--- src/rtl/fwd_operand_mux.sv ---
// EX-stage operand/forwarding selector with its pipeline register folded in.
// Stall holds the register, flush kills it, and out-of-range selects raise a sticky error.
module fwd_operand_mux #(
    parameter int DATA_WIDTH = 32,
    parameter int NUM_IN     = 4,
    localparam int SEL_W     = $clog2(NUM_IN)
) (
    input  logic                         clk,
    input  logic                         rst,
    input  logic [NUM_IN*DATA_WIDTH-1:0] in_bus,
    input  logic [SEL_W-1:0]             sel,
    input  logic                         in_valid,
    input  logic                         stall,
    input  logic                         flush,
    input  logic                         err_clr,
    output logic [DATA_WIDTH-1:0]        out_data,
    output logic                         out_valid,
    output logic [SEL_W-1:0]             out_sel,
    output logic                         sel_err
);

    logic signed [DATA_WIDTH-1:0] mux_d;
    logic                         sel_ok;
    logic                         load;
    logic                         err_set;

    logic [DATA_WIDTH-1:0] data_q, data_d;
    logic                  vld_q, vld_d;
    logic [SEL_W-1:0]      sel_q, sel_d;
    logic                  err_q, err_d;

    // A power-of-two input count cannot be addressed out of range.
    generate
        if ((1 << SEL_W) == NUM_IN) begin : g_full_range
            assign sel_ok = 1'b1;
        end else begin : g_partial_range
            assign sel_ok = (int'(sel) < NUM_IN);
        end
    endgenerate

    always_comb begin
        mux_d = '0;
        for (int k = 0; k < NUM_IN; k++) begin
            if (int'(sel) == k) begin
                mux_d = in_bus[k*DATA_WIDTH +: DATA_WIDTH];
            end
        end
    end

    assign load    = !flush && !stall;
    assign err_set = load && in_valid && !sel_ok;

    always_comb begin
        data_d = data_q;
        vld_d  = vld_q;
        sel_d  = sel_q;
        if (flush) begin
            data_d = '0;
            vld_d  = 1'b0;
            sel_d  = '0;
        end else if (!stall) begin
            data_d = mux_d;
            vld_d  = in_valid;
            sel_d  = sel;
        end
    end

    always_comb begin
        err_d = err_q;
        if (err_set) begin
            err_d = 1'b1;
        end else if (err_clr) begin
            err_d = 1'b0;
        end
    end

    // Pipeline register stage boundary.
    always_ff @(posedge clk or posedge rst) begin
        if (rst) begin
            data_q <= '0;
            vld_q  <= 1'b0;
            sel_q  <= '0;
            err_q  <= 1'b0;
        end else begin
            data_q <= data_d;
            vld_q  <= vld_d;
            sel_q  <= sel_d;
            err_q  <= err_d;
        end
    end

    assign out_data  = data_q;
    assign out_valid = vld_q;
    assign out_sel   = sel_q;
    assign sel_err   = err_q;

endmodule

--- config.mk ---
export PLATFORM = sky130hd
export DESIGN_NAME = fwd_operand_mux
export DESIGN_NICKNAME = d
export VERILOG_FILES = /design/src/rtl/fwd_operand_mux.sv
export SDC_FILE = /design/constraint.sdc
export NUM_CORES = 1
export LEC_CHECK = 0
export ABC_AREA = 1
export BUFFER_PORTS_ARGS = -buffer_cell sky130_fd_sc_hd__buf_4
export CORE_ASPECT_RATIO = 1.5
export CORE_UTILIZATION = 42
export CTS_CLUSTER_SIZE = 25
export DETAILED_ROUTE_END_ITERATION = 8
export GPL_ROUTABILITY_DRIVEN = 1
export PLACE_DENSITY = 0.78
export SYNTH_ARGS = -nofsm -noshare
export SYNTH_HDL_FRONTEND = slang
export SYNTH_SLANG_ARGS = --single-unit
export TNS_END_PERCENT = 20
--- constraint.sdc ---
create_clock -name clk -period 1 [get_ports clk]
set_input_delay 0.1 -clock clk [delete_from_list [all_inputs] [get_ports clk]]
set_output_delay 0.1 -clock clk [all_outputs]
set_load 0.05 [all_outputs]
# Word level (Yosys, flattened, before mapping)
# Index checks and enable logic that the tools add are counted.
[op_classes]
n_mux = 10
n_eq_ne = 4
n_reduce_logical = 1
[op_table]
columns = ["cell", "n"]
rows = [
  ["$mux W32", 6],
  ["$eq A2 B2 Y1 const B", 2],
  ["$mux W2", 2],
  ["$eq A2 B1 Y1 const B", 1],
  ["$logic_not A2 Y1", 1],
  ["$mux W1", 2],
  ["$ne A2 B1 Y1 const B", 1],
]
[word_totals]
input_bits = 136
ff_bits = 35
wordCells = 18
output_inout_bits = 36

# Depth between registers and ports, before layout
# Gate-level depths: netlist of run 1.
[logic_depth]
word_depth = 7
ltp_mapped = 8
ltp_nobuf = 7

# Worst setup path before layout of run 1
# No wires, ideal clock.
[synth_timing]
kind = "register to register"
startpoint = "register, netlist name out_valid"
endpoint = "register vld_q, in the netlist out_valid"
setup_slack_ns = 0.076
synth_period_minus_slack_ns = 0.924
arrival_ns = 0.803
path_stages_with_launch = 2
setup_ns = 0.121
n_path_buf = 0
t_required_ns = 0.879
path_cell_list = "dfrtp_1 -> a22o_1"
[synth_lines]
columns = ["element", "line", "text"]
rows = [
  ["end signal: assignment", "86", "vld_q <= vld_d;"],
  ["end: declaration", "28", "logic vld_q, vld_d;"],
]

# Final worst setup path of run 1
[layout_timing]
startpoint = "register data_q[19], in the netlist out_data[19]"
endpoint = "output out_data[19]"
[layout_lines]
columns = ["element", "line", "text"]
rows = [
  ["start: declaration", "27", "logic [DATA_WIDTH-1:0] data_q, data_d;"],
  ["start signal: assignment", "85", "data_q <= data_d;"],
  ["end: declaration", "16", "output logic [DATA_WIDTH-1:0] out_data,"],
]
# No word-level cell between the ends.

==> results.sh, run 1 <==
export IMPL_period_minus_slack_ps=978
export IMPL_rows=33
export IMPL_io_pins=172
export IMPL_routed_wl_microns=8340
export IMPL_die_w_microns=64.7
export IMPL_critPathArrivalTime_ps=880
export IMPL_clock_fmax_mhz=1020
export IMPL_synth_main_ff_cell="dfrtp_1"
export IMPL_antenna_found_initial=0
export IMPL_ys_top_cells_by_area="dfrtp_1, nand2_1, nor2_1"
export IMPL_grt_total_usage_pct=28.1
export IMPL_core_area_sq_um=5570
export IMPL_drt_initial_drc_count=184
export IMPL_p_per_area_nw_per_um2=1190
export IMPL_wl_per_cell_microns=12.9
export IMPL_hold_path_class="input pin to register"
export IMPL_yosys_warnings=0
export IMPL_vias=3109
export IMPL_crit_type="register to primary output"
export IMPL_status="finished, final reports clean"
export IMPL_r2r_slack_ps=290
export IMPL_synth_seq_cells=35
export IMPL_async_reset_ff_share_pct=100
export IMPL_yosys_cell_count_top_type="nand2_1"
export IMPL_synth_nets=542
export IMPL_cp_end_kind="primary output"
export IMPL_synth_area_per_cell_sq_um=6.09
export IMPL_die_h_microns=96.0
export IMPL_netlist_area_sq_um=2470
export IMPL_portBuffers=169
export IMPL_peakVddDrop_uv=895
export IMPL_ys_types=18
export IMPL_period_share_pct=97.8
export IMPL_fp_dieArea_sq_um=6210
export IMPL_drc=0
export IMPL_setup_tns_ps=0
export IMPL_worstSetupStartpointType="register"
export IMPL_routabilityCongestion=0.974
export IMPL_cpPeakStageDelay_ps=390
export IMPL_layout_drive_gt1_share_pct=34.3
export IMPL_post_cts_buffers=0
export IMPL_cts_sinks=35
export IMPL_synth_top_area_cell="dfrtp_1"
export IMPL_root_buffer="clkbuf_8"
export IMPL_clockBufferDepth=2
export IMPL_cts_made_buffers=5
export IMPL_finClkSkew_ps=0
export IMPL_critPathTopFamily="flip-flops"
export IMPL_holdPathEnd="out_valid$_DFFE_PP0P_"
export IMPL_multiInputGateArea_sq_um=1330
export IMPL_grt_pass1_wl_microns=13300
export IMPL_worst_hold_startpoint="in_valid"
export IMPL_synth_seq_area_share_pct=35.4
export IMPL_worstPathMaxFanout=2
export IMPL_netlist_instances=406
export IMPL_cp_cell_sequence="buf_4"
export IMPL_antenna_left=0
export IMPL_start_util_pct=44.4
export IMPL_cts_tree="done"
export IMPL_yosys_area_top_type_share_pct=35.4
export IMPL_cp_data_required_time_ps=900
export IMPL_nets=712
export IMPL_hpwlAfterDp_microns=6300
export IMPL_r2r_end="out_valid$_DFFE_PP0P_"
export IMPL_rsz0062_at_grt="false"
export IMPL_dp_cells=638
export IMPL_maxCapViolations=0
export IMPL_post_place_ws_ps=10.4
export IMPL_fin_total_pwr_mw=4.78
export IMPL_via_per_inst=4.81
export IMPL_critPathBufInv=1
export IMPL_cellLeakagePower_nw=2.38
export IMPL_timing_final_ws_setup_ps=22.3
export IMPL_reg2reg_depth=1
export IMPL_path_clk_slew_ps=70
export IMPL_fillers=488
export IMPL_r2r_start="out_valid$_DFFE_PP0P_"
export IMPL_syn_to_final_growth_pct=62.8
export IMPL_antenna_cells=0
export IMPL_setup_viol_count_final=0
export IMPL_grt_max_degree=36
export IMPL_holdPathStages=2
export IMPL_crit_path_top_delay_cell="dfrtp_1"
export IMPL_synth_edf_count=0
export IMPL_clk_latency_ps=290
export IMPL_ff_latch_area_sq_um=876
export IMPL_first_global_vias=2940
export IMPL_hold_viol_final=0
export IMPL_drv_slew=0
export IMPL_first_pass_iters=4
export IMPL_stdcell_count=647
export IMPL_cts_htree_levels=2
export IMPL_startpoint="out_data[19]$_DFFE_PP0P_"
export IMPL_grt_ovfl_total=0
export IMPL_synth_common_cells="nand2_1, nor2_1, dfrtp_1"
==> cells in the final DEF, fill, tap and decap left out, types with 4 or more instances in the layout <==
cell,n
nand3b_1,13
buf_6,9
dfrtp_1,35
nand3_1,33
buf_4,173
inv_1,32
nor2_1,62
nand2_1,180
clkbuf_8,6
buf_12,4
o21ai_0,20
==> flip-flops by register name (all words and copies together) (netlist names) <==
register,cells
out_data,32
out_valid,1
out_sel,2
==> per-layer routing <==
layer / routed length, microns / GRT usage (%) / share of wire (%) / vias up
li1: - / - / - / 1572
met1: 3070 / 31.0 / 37 / 1396
met2: 4490 / 52.0 / 54 / 126
met3: 584 / 4.15 / 7.0 / 15
met4: 187 / 13.5 / 2.2 / 0
met5: 0 / 0 / 0 / -
==> final cells by class <==
class / instances / area share (%)
flip-flops and latches: 35 / 21.7
clock inverters: 2 / 0.870
repair buffers: 187 / 37.0
inverters: 34 / 3.23
well taps: 70 / 2.17
multi-input cells: 313 / 32.9
clock buffers: 6 / 2.05
==> cells by family after synthesis <==
logic type / synth area share [%]
AO/OA/AOI/OAI: 4.40
other: 0.152
AND/OR/NAND/NOR: 49.1
flip-flops: 35.4
buffers and inverters: 11.0
==> worst max path at each step <==
stage	cells past startpoint	slack, ps	endpoint
2_1_floorplan	1	80	out_valid$_DFFE_PP0P_
3_3_place_gp	8	30	out_data[25]$_DFFE_PP0P_
3_5_place_dp	8	10	out_data[18]$_DFFE_PP0P_
4_1_cts	1	20	out_data[22]
5_1_grt	1	0.5	out_data[8]
6_report	1	20	out_data[19]
==> where the power goes <==
group	internal, mW	switching, mW
sequential	1.55	0.0794
combinational	0.770	1.05
clock	0.807	0.533
total	3.12	1.66
==> timing repair <==
| action | in CTS | in global routing |
|---|---|---|
| endpoints found under the hold margin | 35 | 0 |
| resized for setup | 0 | 9 |
| endpoints found under the setup margin | 0 | 9 |
| hold buffers | 1 | 0 |
==> per-stage QoR <==
stage | util, % | hold slack [ps] | instance area (sq um)
final | 72.3 | 37.0 | 4030
after global routing | 72.3 | 48.2 | 4030
after CTS | 71.6 | 32.1 | 3990
after detailed placement | 69.4 | 178 | 3870
after global placement | 69.4 | 170 | 3870
after floorplan | - | 233 | 2470
Power figures use the tool's default switching activity.
==> inputs of run 2 (changes only) <==
CORE_ASPECT_RATIO = unset   (was 1.5)
CTS_CLUSTER_DIAMETER = 30   (was unset)
==> run 2 against run 1 <==
Combinational power hardly changed. Clock-buffer cell count is 1 lower. Largest power group unchanged. Register-to-register slack hardly changed. Power is 0.95% lower. Flip-flop and latch count stayed put. Non-clock buffer count is 4 higher. Largest cell class unchanged. Critical path depth stayed put. Highest routed layer unchanged. Utilization is 0.41 points higher. Via count is 0.64% lower. Global-route usage is 1.9 points lower. Routed wire length is 4.3% lower. Sequential power hardly changed.
==> results.sh, run 2 (synthesis results as in run 1) <==
export IMPL_hold_viol_final=0
export IMPL_maxCapViolations=0
export IMPL_grt_ovfl_total=0
export IMPL_layout_drive_gt1_share_pct=34.8
export IMPL_syn_to_final_growth_pct=64.7
export IMPL_drv_slew=0
export IMPL_fin_total_pwr_mw=4.74
export IMPL_root_buffer="clkbuf_8"
export IMPL_period_share_pct=97.2
export IMPL_fp_dieArea_sq_um=6200
export IMPL_hpwlAfterDp_microns=6370
export IMPL_worstSetupStartpointType="register"
export IMPL_io_pins=172
export IMPL_whs_ps=38.6
export IMPL_die_h_microns=78.7
export IMPL_core_area_sq_um=5610
export IMPL_cts_sinks=35
export IMPL_finClkSkew_ps=0
export IMPL_period_minus_slack_ps=972
export IMPL_antenna_found_initial=0
export IMPL_grt_pass1_wl_microns=12600
export IMPL_timing_final_ws_setup_ps=27.8
export IMPL_cp_end_kind="primary output"
export IMPL_drc=0
export IMPL_crit_type="register to primary output"
export IMPL_grt_max_degree=27
export IMPL_final_util_pct=72.7
export IMPL_routabilityCongestion=0.827
export IMPL_clk_latency_ps=280
export IMPL_vias=3089
export IMPL_cp_cell_sequence="buf_4"
export IMPL_mostFrequentLayoutCells="nand2_1, buf_4, nor2_1"
export IMPL_cellLeakagePower_nw=2.39
export IMPL_cts_htree_levels=2
export IMPL_grt_total_usage_pct=26.2
export IMPL_hold_path_class="input pin to register"
export IMPL_setup_viol_count_final=0
export IMPL_critPathArrivalTime_ps=870
export IMPL_rows=27
export IMPL_largest_reg_flops=32
export IMPL_cts_made_buffers=5
export IMPL_antenna_cells=0
export IMPL_die_w_microns=78.7
export IMPL_rsz0062_at_grt="true"
export IMPL_peakVddDrop_uv=648
export IMPL_wl_per_cell_microns=12.2
export IMPL_cpPeakStageDelay_ps=390
export IMPL_status="finished, final reports clean"
export IMPL_final_common_cell="nand2_1"
export IMPL_worstPathMaxFanout=2
export IMPL_p_per_area_nw_per_um2=1160
export IMPL_first_global_vias=2947
export IMPL_crit_path_top_delay_cell="dfrtp_1"
export IMPL_post_place_ws_ps=-50.9
export IMPL_routed_wl_microns=7980
export IMPL_clockBufferDepth=2
export IMPL_portBuffers=169
export IMPL_clock_fmax_mhz=1030
export IMPL_cp_data_required_time_ps=900
export IMPL_via_per_inst=4.73
export IMPL_drt_initial_drc_count=113
export IMPL_path_clk_slew_ps=70
export IMPL_first_pass_iters=4
export IMPL_antenna_left=0
export IMPL_start_util_pct=44.1
export IMPL_critPathTopFamily="flip-flops"
export IMPL_critPathBufInv=1
export IMPL_nets=716
export IMPL_cts_tree="done"
-- run 2: timing repair --
| item | 4_1_cts | 5_1_grt |
|---|---|---|
| endpoints found under the hold margin | 35 | 0 |
| setup endpoints to repair | 0 | 21 |
| setup buffers | 0 | 0 |
| resized for setup | 0 | 21 |
| hold buffers | 1 | 0 |
-- run 2: final timing paths --
path,to,slack (ps),startpoint,depth (start not counted)
setup / recovery,out_data[3],30,out_data[3]$_DFFE_PP0P_,1
hold / removal,out_valid$_DFFE_PP0P_,40,in_valid,2
setup reg to reg,out_valid$_DFFE_PP0P_,280,out_valid$_DFFE_PP0P_,1
hold reg to reg,out_data[10]$_DFFE_PP0P_,480,out_data[10]$_DFFE_PP0P_,2
max in group asynchronous,out_data[28]$_DFFE_PP0P_,380,rst,4
min in group asynchronous,out_data[21]$_DFFE_PP0P_,420,rst,4
-- run 2: stage by stage --
step	cells	area (sq um)	TNS, ps
2_1_floorplan	406	2470	0
6_report	653	4080	0
4_1_cts	653	4000	0
3_5_place_dp	644	3870	-88.4
5_1_grt	653	4080	0
3_3_place_gp	644	3870	0
-- run 2: layout make-up --
class                      count  area, sq um
timing repair buffer         191         1540
fill                         472         1530
multi-input combinational    313         1330
sequential                    35          876
inverter                      34          130
tap                           72         90.1
clock buffer                   5         68.8
clock inverter                 3         43.8
-- run 2: report_power, final --
part | switching (mW) | internal (mW) | total, mW
Clock | 0.514 | 0.742 | 1.26
Sequential | 0.0951 | 1.55 | 1.64
Combinational | 1.04 | 0.797 | 1.84
Total | 1.65 | 3.09 | 4.74
-- run 2: per-layer routing --
metal / up-vias / global-route usage, % / routed length (microns)
met5: - / 0 / 0
met4: 0 / 6.11 / 95
met3: 8 / 7.47 / 690
met2: 137 / 48.4 / 3940
met1: 1364 / 29.5 / 3260
li1: 1580 / - / -
